### src/rtl/capture_readout_if.sv
// rtl/capture_readout_if.sv - capture RAM read port and readout stream bundle
interface capture_readout_if #(
  parameter int DATA_WIDTH = 8,
  parameter int ADDR_WIDTH = 4
);
  logic                  rd_en;
  logic [ADDR_WIDTH-1:0] rd_addr;
  logic [DATA_WIDTH-1:0] rd_data;
  logic                  o_valid;
  logic                  o_ready;
  logic [DATA_WIDTH-1:0] o_data;
  logic                  o_last;

  modport master (
    output rd_en, rd_addr, o_valid, o_data, o_last,
    input  rd_data, o_ready
  );

  modport slave (
    input  rd_en, rd_addr, o_valid, o_data, o_last,
    output rd_data, o_ready
  );
endinterface

### src/rtl/capture_readout.sv
// rtl/capture_readout.sv - replays a wrapped burst from the capture RAM as a stream
module capture_readout #(
  parameter int DATA_WIDTH = 8,
  parameter int ADDR_WIDTH = 4,
  parameter int CNT_WIDTH  = ADDR_WIDTH + 1
) (
  input  logic                  clk,
  input  logic                  reset,
  input  logic                  start,
  input  logic [ADDR_WIDTH-1:0] start_addr,
  input  logic [CNT_WIDTH-1:0]  length,
  input  logic                  abort,
  output logic                  busy,
  output logic                  done,
  capture_readout_if.master     bus
);

  localparam logic [CNT_WIDTH-1:0] DEPTH_C = CNT_WIDTH'(2 ** ADDR_WIDTH);

  typedef enum logic [1:0] {IDLE, READ, DRAIN} state_t;

  state_t                state_q, state_d;
  logic [ADDR_WIDTH-1:0] addr_q;
  logic [CNT_WIDTH-1:0]  left_q;
  logic                  infl_q;
  logic                  infl_last_q;
  logic [1:0]            cnt_q;
  logic [DATA_WIDTH-1:0] d0_q, d1_q;
  logic                  l0_q, l1_q;
  logic                  done_q;

  logic [CNT_WIDTH-1:0]  eff_len;
  logic                  pop;
  logic [2:0]            occ;
  logic                  issue_ok;
  logic                  accept;
  logic                  flush;

  // A length of zero or beyond the RAM size replays the whole RAM once.
  assign eff_len = (length == '0 || length > DEPTH_C) ? DEPTH_C : length;

  assign accept = (state_q == IDLE) && start && !abort;
  assign flush  = (state_q != IDLE) && abort;

  assign bus.o_valid = (cnt_q != 2'd0);
  assign bus.o_data  = d0_q;
  assign bus.o_last  = bus.o_valid && l0_q;
  assign pop         = bus.o_valid && bus.o_ready;

  // Words held or on their way from the RAM once this cycle's pop is taken out.
  // Counting the pop keeps a full-rate stream at one word per clock.
  assign occ      = {1'b0, cnt_q} + {2'b00, infl_q} - {2'b00, pop};
  assign issue_ok = (cnt_q != 2'd2) && (occ < 3'd2);

  assign bus.rd_en   = (state_q == READ) && issue_ok;
  assign bus.rd_addr = addr_q;

  assign busy = (state_q != IDLE);
  assign done = done_q;

  // State register.
  always_ff @(posedge clk) begin
    if (reset) state_q <= IDLE;
    else       state_q <= state_d;
  end

  // Next state: abort beats everything, the last read moves to drain, last handshake ends.
  always_comb begin
    state_d = state_q;
    case (state_q)
      IDLE:  if (accept) state_d = READ;
      READ: begin
        if (abort)                                      state_d = IDLE;
        else if (bus.rd_en && left_q == CNT_WIDTH'(1)) state_d = DRAIN;
      end
      DRAIN: begin
        if (abort)                   state_d = IDLE;
        else if (pop && bus.o_last)  state_d = IDLE;
      end
      default: state_d = IDLE;
    endcase
  end

  // Read address/count, in-flight tracking, the two-entry output buffer and done.
  always_ff @(posedge clk) begin
    if (reset) begin
      addr_q      <= '0;
      left_q      <= '0;
      infl_q      <= 1'b0;
      infl_last_q <= 1'b0;
      cnt_q       <= 2'd0;
      d0_q        <= '0;
      d1_q        <= '0;
      l0_q        <= 1'b0;
      l1_q        <= 1'b0;
      done_q      <= 1'b0;
    end else if (flush) begin
      left_q      <= '0;
      infl_q      <= 1'b0;
      infl_last_q <= 1'b0;
      cnt_q       <= 2'd0;
      done_q      <= 1'b0;
    end else begin
      done_q <= pop && bus.o_last;

      if (accept) begin
        addr_q <= start_addr;
        left_q <= eff_len;
      end else if (bus.rd_en) begin
        addr_q <= addr_q + ADDR_WIDTH'(1);
        left_q <= left_q - CNT_WIDTH'(1);
      end

      infl_q      <= bus.rd_en;
      infl_last_q <= bus.rd_en && (left_q == CNT_WIDTH'(1));

      case ({infl_q, pop})
        2'b10: begin
          if (cnt_q == 2'd0) begin
            d0_q <= bus.rd_data;
            l0_q <= infl_last_q;
          end else begin
            d1_q <= bus.rd_data;
            l1_q <= infl_last_q;
          end
          cnt_q <= cnt_q + 2'd1;
        end
        2'b01: begin
          d0_q  <= d1_q;
          l0_q  <= l1_q;
          cnt_q <= cnt_q - 2'd1;
        end
        2'b11: begin
          if (cnt_q == 2'd1) begin
            d0_q <= bus.rd_data;
            l0_q <= infl_last_q;
          end else begin
            d0_q <= d1_q;
            l0_q <= l1_q;
            d1_q <= bus.rd_data;
            l1_q <= infl_last_q;
          end
        end
        default: ;
      endcase
    end
  end

endmodule

### src/flat_wrapper.sv
// flat-port wrapper written by rule: the top's interface ports become plain ports
module capture_readout_flat 
#(
  parameter int DATA_WIDTH = 8,
  parameter int ADDR_WIDTH = 4,
  parameter int CNT_WIDTH  = ADDR_WIDTH + 1
)
  (clk, reset, start, start_addr, length, abort, busy, done, bus_rd_en, bus_rd_addr, bus_o_valid, bus_o_data, bus_o_last, bus_rd_data, bus_o_ready);
  capture_readout_if #(.DATA_WIDTH(DATA_WIDTH), .ADDR_WIDTH(ADDR_WIDTH)) bus_i ();
  input  logic clk;
  input  logic reset;
  input  logic start;
  input  logic [ADDR_WIDTH-1:0] start_addr;
  input  logic [CNT_WIDTH-1:0] length;
  input  logic abort;
  output logic busy;
  output logic done;
  output wire logic [$bits(bus_i.rd_en)-1:0] bus_rd_en;
  output wire logic [$bits(bus_i.rd_addr)-1:0] bus_rd_addr;
  output wire logic [$bits(bus_i.o_valid)-1:0] bus_o_valid;
  output wire logic [$bits(bus_i.o_data)-1:0] bus_o_data;
  output wire logic [$bits(bus_i.o_last)-1:0] bus_o_last;
  input wire logic [$bits(bus_i.rd_data)-1:0] bus_rd_data;
  input wire logic [$bits(bus_i.o_ready)-1:0] bus_o_ready;
  assign bus_rd_en = bus_i.rd_en;
  assign bus_rd_addr = bus_i.rd_addr;
  assign bus_o_valid = bus_i.o_valid;
  assign bus_o_data = bus_i.o_data;
  assign bus_o_last = bus_i.o_last;
  assign bus_i.rd_data = bus_rd_data;
  assign bus_i.o_ready = bus_o_ready;
  capture_readout #(.DATA_WIDTH(DATA_WIDTH), .ADDR_WIDTH(ADDR_WIDTH), .CNT_WIDTH(CNT_WIDTH)) u_core (.clk(clk), .reset(reset), .start(start), .start_addr(start_addr), .length(length), .abort(abort), .busy(busy), .done(done), .bus(bus_i));
endmodule
### config.mk
export PLATFORM = sky130hd
export DESIGN_NAME = capture_readout_flat
export DESIGN_NICKNAME = d
export VERILOG_FILES = /design/src/rtl/capture_readout_if.sv /design/src/rtl/capture_readout.sv /design/src/flat_wrapper.sv
export SDC_FILE = /design/constraint.sdc
export NUM_CORES = 1
export LEC_CHECK = 0
export CAP_MARGIN = 40
export CORE_ASPECT_RATIO = 1.25
export CORE_MARGIN = 8
export CORE_UTILIZATION = 26
export CTS_CLUSTER_DIAMETER = 50
export DETAILED_ROUTE_END_ITERATION = 10
export PLACE_DENSITY = 0.52
export SYNTH_ARGS = -nofsm -noshare
export SYNTH_HDL_FRONTEND = slang
export SYNTH_SLANG_ARGS = --single-unit
### constraint.sdc
create_clock -name clk -period 3 [get_ports clk]
set_input_delay 0.75 -clock clk [delete_from_list [all_inputs] [get_ports clk]]
set_output_delay 0.75 -clock clk [all_outputs]
set_load 0.01 [all_outputs]
Word level (Yosys, flattened, before mapping)
Index checks and enable logic that the tools add are counted.
Word-level totals
  register bits: 34
  latch bits: 0
  bits in writable memories: 0
  ROM bits: 0
  input bits: 22
  output and inout bits: 17
  logic and storage cells: 83
  memories: 0
Operators by class
  add/subtract/negate cells: 6
  $mul: 0
  div/mod/pow operators: 0
  magnitude comparators: 2
  equality and inequality tests: 14
  shift-type cells: 0
  muxes and demuxes: 24
  bitwise logic cells: 1
  reduce and logical (&&, ||, !) cells: 25
Operator list (number)
  $mux 8: 4
  $pmux 8 s3: 1
  $pmux 8 s2: 1
  $mux 5: 3
  $mux 2: 5
  $reduce_bool 2->1: 5
  $logic_and 1x1->1: 9
  $mux 4: 2
  $eq 2x1->1 const B: 3
  $eq 2x2->1 const B: 3
  $ne 2x2->1 const B: 3
  $pmux 2 s3: 1
  $reduce_and 3->1: 2
  $eq 5x1->1 const B: 1
  $gt 5x5->1 const B: 1
  $logic_not 5->1: 1
  $sub 5x1->5 const B: 1
  $add 4x1->4 const B: 1
  $logic_not 2->1: 2
  $mux 1: 4
  $ne 2x1->1 const B: 2
  $pmux 2 s2: 1
  $reduce_and 4->1: 1
  $add 2x1->3: 1
  14 further kinds: 14

Logic depth before layout (Yosys ltp)
Gate-level depths: netlist (run 1).
  word-level depth: 10
  gate-level depth with buffers: 11
  mapped depth without buffers: 11

Least setup slack after synthesis (run 1)
OpenSTA, ideal clock, no wires.
  path type: input-to-output
  start point: in bus_o_ready
  end point: out bus_rd_en
  data arrival time: 2.446 ns
  required time: 2.250 ns
  slack: -0.196 ns
  cell stages on the path: 7
  buffers on the path: 0
  cell sequence: and2b_1 -> ha_1 -> nand2b_1 -> fa_1 -> and4bb_2 -> nand2_2 -> inv_2
On the way
  cells in the longest elaborated chain, start to end: 5
Ends and longest elaborated chain
  from (decl): RTL line flat_wrapper.sv:24  | input wire logic [$bits(bus_i.o_ready)-1:0] bus_o_ready;
  $logic_and 1x1->1: RTL line capture_readout.sv:48  | assign pop = bus.o_valid && bus.o_ready;
  $sub 3x1->3: RTL line capture_readout.sv:52  | assign occ = {1'b0, cnt_q} + {2'b00, infl_q} - {2'b00, pop};
  $lt 3x2->1: RTL line capture_readout.sv:53  | assign issue_ok = (cnt_q != 2'd2) && (occ < 3'd2);
  $logic_and 1x1->1: RTL line capture_readout.sv:53
  $logic_and 1x1->1: RTL line capture_readout.sv:55  | assign bus.rd_en = (state_q == READ) && issue_ok;
  to (decl): RTL line flat_wrapper.sv:18  | output wire logic [$bits(bus_i.rd_en)-1:0] bus_rd_en;
No other way between the ends.

Worst setup path after layout (run 1)
Same ends and word-level chain as after synthesis.

==> Flow_metrics.wiki, run 1 <==
{| class="wikitable"
! Metric !! Value
|-
| Count of cell instances traversed by the critical path || 9
|-
| Max Transition Viols Final || 0
|-
| TritonCTS clock tree || built
|-
| Total of warnings raised by yosys || 0
|-
| Number of enable flip-flop cells after synthesis || 0
|-
| RSZ-0062 raised after global routing || true
|-
| Summed instance area of the synthesized netlist || 1700 um2
|-
| Total routing usage reported by global routing || 9.62%
|-
| Crit-path most repeated cell || buf_6
|-
| Critical path endpoint || bus_rd_en
|-
| Number of H-tree levels || 2
|-
| Fraction of post-synthesis cell area in the top cell type by area || 40.1%
|-
| Global Route met1 Usage || 11.0%
|-
| Most common library cell in the layout ignoring fill and taps || clkdlybuf4s50_1
|-
| Synth-to-layout area growth || 44.0%
|-
| Actual transition at the worst max-transition pin || 340 ps
|-
| Most frequent cells in the layout || clkdlybuf4s50_1 (36), dfxtp_1 (32), nor2_1 (31)
|-
| Failing checks || setup timing
|-
| Final Setup Violations || 1
|-
| Average cell area after synthesis || 8.90 um2
|-
| Met3 track demand over resource in global routing || 3.40%
|-
| Initial antenna violation count || 0
|-
| Reg-to-reg critical path startpoint || u_core.cnt_q[0]$_SDFFE_PP0N_
|-
| Dominant synthesized flop cell || dfxtp_1
|-
| Routed WL per cell || 12.6 um
|-
| Number of antenna-violating nets in the routed design || 0
|-
| Post-CTS clock slew at the launch and capture registers of the worst setup and hold paths || 70 ps
|-
| Num rows || 33
|-
| Finished layout cell area || 2450 um2
|-
| Bufs and invs on worst path || 3
|-
| Detailed-route vias per instance || 4.54
|-
| Slowest stage cell on the critical path || fa_1
|-
| GRT Max-Usage Layer || met2
|-
| Ant. Diodes || 0
|-
| Number of filler instances in the final layout || 688
|-
| Vias after detailed routing || 1525
|-
| Met2 track demand over resource in global routing || 16.2%
|-
| Maximum operating frequency || 326 MHz
|-
| Hold bufs inserted after CTS || 0
|-
| List of cells traversed by the critical path || buf_6 > and2b_2 > ha_4 > nand2b_4 > fa_1 > and4bb_2 > nand2_4 > clkinv_4 > buf_6
|-
| Tightest slew margin relative to the limit || 77.4%
|-
| Crit path time final || 3070 ps
|-
| Post-route worst setup slack || -67.8 ps
|-
| Critical path startpoint || bus_o_ready
|-
| Number of synthesized register bits || 34
|-
| Number of global-route vias before repair || 1534
|-
| Count of input and output buffers || 38
|-
| Clock sink count || 34
|-
| Total count of hold-check failures in the final report || 0
|-
| Drt pass-1 iters || 4
|-
| Horizontal die dimension || 88.3 um
|-
| Layout cells sized above 1 || 17.7%
|-
| Ys async rst share || 0%
|-
| Final worst clock skew || 3.05 ps
|-
| Placer's final routability congestion estimate || 0.785
|-
| Latest clock arrival within the worst-skew pair || 280 ps
|-
| Sequential cell area fraction in the yosys report || 40.1%
|-
| Count of unresolved DRC violations after routing || 0
|-
| CP arrival || 2320 ps
|-
| VDD IR-drop max || 0.293 mV
|-
| Max Root-Sink Buffers || 2
|-
| CP max FO || 2
|-
| Critical path startpoint category || primary input
|-
| Syn nets || 224
|-
| Aggregate global routing overflow || 0
|-
| End of the worst register-to-register path || u_core.bus.rd_addr[3]$_SDFFE_PP0P_
|-
| DIE HEIGHT || 106 um
|-
| HPWL after DPL || 3230 um
|-
| Detailed Route Iter0 Violations || 45
|-
| Top-level port count || 39
|-
| Leakage power of the design || 0.995 nW
|-
| Syn Inst Count || 191
|-
| Stage delay of the slowest cell on the critical path || 470 ps
|-
| DIE AREA || 9390 um2
|-
| Post-DP Area || 2330 um2
|-
| Final #Nets || 281
|-
| Final wirelength || 4230 um
|-
| Initial core utilization || 26.4%
|-
| R2R Setup Slk || 250 ps
|-
| Maximum Capacitance Violations || 0
|-
| Crit-path leading delay family || adder cells
|-
| Cell chosen for the clock root || clkbuf_8
|-
| Number of distinct library cells after synthesis || 42
|-
| Most area-consuming cells after synthesis || dfxtp_1 (40%), ha_1 (7.4%), nor2_1 (6.8%), mux2i_1 (5.3%), a211oi_1 (4.9%)
|-
| TritonCTS buffer count || 5
|-
| Worst Setup Path Type || in2out
|-
| Dominant cell type by area after synthesis || dfxtp_1
|-
| Required arrival time at the worst endpoint || 2250 ps
|-
| Post-route total power || 1.80 mW
|-
| Final worst path period share || 102%
|-
| Power density over the cells || 734 nW/um2
|-
| Path depth of the worst reg2reg path || 11
|-
| Floorplan core area || 6440 um2
|-
| Result of the run || finished, violations left
|-
| Largest net degree at the start of global routing || 19
|-
| Hold Path Class || reg2reg
|-
| Crit. End Element || output port
|-
| Global-route wire length before repair || 7190 um
|-
| Hold Path Cell Cnt || 2
|}
-- what timing repair did --
action | CTS | global route
buffers inserted | 1 | 0
gates resized for setup | 14 | 1
pin swaps | 3 | 2
setup endpoints to repair | 2 | 1
-- state kept, by name (all words and copies together), names as in the netlist --
register	count
u_core.bus.o_data	8
u_core.bus.rd_addr	4
u_core.cnt_q	2
u_core.d1_q	8
u_core.done	1
u_core.infl_last_q	1
u_core.infl_q	1
u_core.l0_q	1
u_core.l1_q	1
u_core.left_q	5
u_core.state_q	2
-- cell usage after synthesis, drive strengths merged, types with 2 or more instances --
cell type   n
a22oi      10
nor2       31
xor2        3
nor3        2
clkbuf      4
inv        12
buf         4
nor2b       2
nand3      10
and2b       2
a21oi       5
mux2i       9
nand3b      3
a32o        3
dfxtp      34
o21ai       4
a211oi     11
nand2       7
nand2b      3
ha         10
a31oi       5
or2         2
-- routing by layer --
layer | part of all wire (%) | wire length [um]
met2 | 47 | 2010
met4 | 1.3 | 54
met5 | 0 | 0
met3 | 6.8 | 286
met1 | 45 | 1890
-- worst min-delay path, cell delays in order, from the launching register on --
cell	delay (ps)
dfxtp_1	330
nand2_1	80
nor2_1	40
-- report_power, final --
| part | switching (mW) | total (mW) | internal [mW] |
|---|---|---|---|
| Clock | 0.162 | 0.347 | 0.185 |
| Sequential | 0.0548 | 0.601 | 0.546 |
| Combinational | 0.399 | 0.848 | 0.449 |
-- final cells by class --
class	instances	area [um2]	area share [%]
multi-input combinational	137	980	40.1
sequential	34	683	27.9
timing repair buffer	58	533	21.8
tap	87	109	4.45
clock buffer	7	86.3	3.53
inverter	12	50.0	2.05
clock inverter	1	5.00	0.205
-- worst min path at each step --
stage / slack, ps / end / startpoint
finish: 490 / u_core.done$_SDFF_PP0_ / u_core.l0_q$_SDFFE_PP0P_
global route: 520 / u_core.bus.o_data[4]$_SDFFE_PP0P_ / u_core.bus.o_data[4]$_SDFFE_PP0P_
CTS: 500 / u_core.done$_SDFF_PP0_ / u_core.l0_q$_SDFFE_PP0P_
detailed placement: 490 / u_core.d1_q[7]$_SDFFE_PP0P_ / u_core.d1_q[7]$_SDFFE_PP0P_
global placement: 470 / u_core.d1_q[7]$_SDFFE_PP0P_ / u_core.d1_q[7]$_SDFFE_PP0P_
floorplan: 440 / u_core.done$_SDFF_PP0_ / u_core.l0_q$_SDFFE_PP0P_
-- cell families after synthesis --
logic type	synth area share, %
adders and majority gates	8.54
AOI/OAI and AO/OA	19.1
xor gates and xnor gates	2.06
DFF	40.1
and+or+nand+nor	20.0
muxes	5.30
buffers and inverters	5.01
-- stage by stage --
| step | hold slack, ps | setup WS [ps] | utilization [%] | setup TNS, ps | std cells |
|---|---|---|---|---|---|
| global placement | 475 | -876 | 36.2 | -2440 | 327 |
| finish | 489 | -67.8 | 38.0 | -67.8 | 336 |
| global route | 517 | -164 | 38.0 | -164 | 336 |
| CTS | 496 | -134 | 38.0 | -134 | 336 |
| detailed placement | 485 | -875 | 36.2 | -2650 | 327 |
| floorplan | 441 | -29.7 | - | -29.7 | 191 |
No activity file was read; power rests on OpenSTA's default activity.
==> run 2, diff against run 1 <==
CTS_CLUSTER_DIAMETER = 120   (was 50)
SKIP_LAST_GASP = 1   (was not set)
==> results of run 2 <==
Same layout as run 1: the final DEF is identical, and so are final timing and power.
==> run 3, diff against run 2 <==
PLACE_DENSITY = not set   (was 0.52)
==> Flow_metrics.wiki, run 3 (same netlist as run 1, synthesis figures left out) <==
{| class="wikitable"
! Metric !! Value
|-
| Critical path startpoint category || primary input
|-
| Crit path time final || 3110 ps
|-
| Post-CTS clock slew at the launch and capture registers of the worst setup and hold paths || 70 ps
|-
| Finished layout cell area || 2490 um2
|-
| Hold bufs inserted after CTS || 0
|-
| Number of H-tree levels || 2
|-
| Most frequent cells in the layout || clkdlybuf4s50_1 (36), dfxtp_1 (32), nor2_1 (31)
|-
| Bufs and invs on worst path || 3
|-
| DIE HEIGHT || 106 um
|-
| Detailed-route vias per instance || 4.68
|-
| Required arrival time at the worst endpoint || 2250 ps
|-
| Num rows || 33
|-
| Switching power share of the total || 32.6%
|-
| Most common library cell in the layout ignoring fill and taps || clkdlybuf4s50_1
|-
| Cell chosen for the clock root || clkbuf_8
|-
| Worst Setup Path Type || in2out
|-
| Slowest stage cell on the critical path || fa_1
|-
| Post-route worst setup slack || -108 ps
|-
| Layout cells sized above 1 || 18.1%
|-
| Power density over the cells || 792 nW/um2
|-
| Count of unresolved DRC violations after routing || 0
|-
| TritonCTS clock tree || built
|-
| Post-DP Area || 2330 um2
|-
| Aggregate global routing overflow || 0
|-
| List of cells traversed by the critical path || buf_2 > and2b_2 > ha_4 > nand2b_4 > fa_1 > and4bb_2 > nand2_4 > clkinv_4 > buf_6
|-
| CP arrival || 2360 ps
|-
| Horizontal die dimension || 88.3 um
|-
| Vias after detailed routing || 1574
|-
| DIE AREA || 9390 um2
|-
| Max Transition Viols Final || 0
|-
| Crit. End Element || output port
|-
| Switch Pwr || 641 uW
|-
| Detailed Route Iter0 Violations || 87
|-
| Leakage power of the design || 1.01 nW
|-
| Post-layout instance count excluding filler cells || 336
|-
| Hold Path Class || reg2reg
|-
| Stage delay of the slowest cell on the critical path || 470 ps
|-
| Count of input and output buffers || 38
|-
| Maximum operating frequency || 322 MHz
|-
| Number of antenna-violating nets in the routed design || 0
|-
| Top-level port count || 39
|-
| Placer's final routability congestion estimate || 0.799
|-
| Number of filler instances in the final layout || 698
|-
| VDD IR-drop max || 0.353 mV
|-
| Comb pwr share || 43.4%
|-
| Initial antenna violation count || 0
|-
| Total count of hold-check failures in the final report || 0
|-
| Global-route wire length before repair || 6970 um
|-
| HPWL after DPL || 3200 um
|-
| RSZ-0062 raised after global routing || true
|-
| Tightest slew margin relative to the limit || 70.4%
|-
| Final worst clock skew || 10.2 ps
|-
| Failing checks || setup timing
|-
| Number of global-route vias before repair || 1547
|-
| Post-Route Setup TNS || -108 ps
|-
| Total routing usage reported by global routing || 9.36%
|-
| Max Root-Sink Buffers || 2
|-
| Drt pass-1 iters || 4
|-
| Final Setup Violations || 1
|-
| Floorplan core area || 6440 um2
|-
| Cell count after placement || 327
|-
| Maximum Capacitance Violations || 0
|-
| Final #Nets || 281
|-
| CP max FO || 2
|-
| Final wirelength || 4350 um
|-
| Largest net degree at the start of global routing || 19
|-
| Power share of the sequential group || 30.6%
|-
| Cell-internal power || 1.33 mW
|-
| Actual transition at the worst max-transition pin || 444 ps
|-
| Crit-path leading delay family || simple AND/OR/NAND/NOR gates
|-
| Final Core Density || 38.6%
|-
| Proportion of power drawn by the clock network || 26.1%
|-
| Final worst path period share || 104%
|-
| TritonCTS buffer count || 5
|-
| Ant. Diodes || 0
|-
| Routed WL per cell || 12.9 um
|-
| Clock sink count || 34
|-
| Synth-to-layout area growth || 46.3%
|-
| Latest clock arrival within the worst-skew pair || 290 ps
|-
| Initial core utilization || 26.4%
|-
| Result of the run || finished, violations left
|}
-- run 3: cell types whose count changed in the layout (fill, tap and decap cells not counted) --
| cell | previous run | this run |
|---|---|---|
| clkbuf_1 | 1 | 0 |
| clkbuf_8 | 6 | 5 |
| buf_6 | 2 | 1 |
| buf_2 | 0 | 1 |
| clkinv_4 | 1 | 2 |
| bufinv_16 | 0 | 2 |
| clkinv_2 | 1 | 0 |
-- run 3: repair_timing --
action,in CTS,in global routing
resized for setup,13,1
setup endpoints to repair,2,1
buffers inserted,1,0
pin swaps,3,2
-- run 3: power by group through the flow --
| stage | clock [mW] | combinational (mW) | sequential (mW) |
|---|---|---|---|
| 2_1_floorplan | 0 | 0.448 | 0.636 |
| 3_3_place_gp | 0 | 0.823 | 0.608 |
| 3_5_place_dp | 0 | 0.832 | 0.611 |
| 4_1_cts | 0.522 | 0.862 | 0.603 |
| 5_1_grt | 0.537 | 0.945 | 0.614 |
| 6_report | 0.514 | 0.854 | 0.602 |
-- run 3: area by class of cell --
cell class,count,area (um2),share of cell area [%]
Multi-Input combinational cell,137,980,39.4
Clock buffer,5,68.8,2.77
Inverter,12,50.0,2.01
Clock inverter,3,68.8,2.77
Timing Repair Buffer,58,527,21.2
Tap cell,87,109,4.38
Sequential cell,34,683,27.5
-- run 3: path summary, 6_finish.rpt --
check / cells after the start / from / to / slack [ps]
min reg2reg: 2 / u_core.d1_q[7]$_SDFFE_PP0P_ / u_core.d1_q[7]$_SDFFE_PP0P_ / 500
max: 9 / bus_o_ready / bus_rd_en / -110
min: 2 / u_core.d1_q[7]$_SDFFE_PP0P_ / u_core.d1_q[7]$_SDFFE_PP0P_ / 500
max reg2reg: 11 / u_core.cnt_q[1]$_SDFFE_PP0N_ / u_core.bus.rd_addr[3]$_SDFFE_PP0P_ / 220
-- run 3: worst register-to-register path: stages (launching register included) --
cell      delay [ps]
dfxtp_2          330
inv_2             70
ha_4             120
and2b_2          230
ha_4             210
nand2b_4         130
fa_1             470
and4bb_2         280
nand2_4           80
buf_4            170
or3_1            340
a32o_1           240
-- run 3: stage by stage --
step | total power [mW] | hold slack (ps) | setup slack (ps)
6_report | 1.97 | 496 | -108
5_1_grt | 2.09 | 519 | -181
4_1_cts | 1.99 | 502 | -163
3_5_place_dp | 1.44 | 485 | -894
3_3_place_gp | 1.43 | 476 | -871
2_1_floorplan | 1.08 | 441 | -29.7
-- run 3: per-layer routing --
metal / vias to the layer above / part of all wire, % / GRT usage (%)
met5: - / 0 / 0
li1: 796 / - / -
met1: 727 / 45 / 10.7
met3: 9 / 5.1 / 2.55
met4: 0 / 2.3 / 4.61
met2: 42 / 48 / 15.5
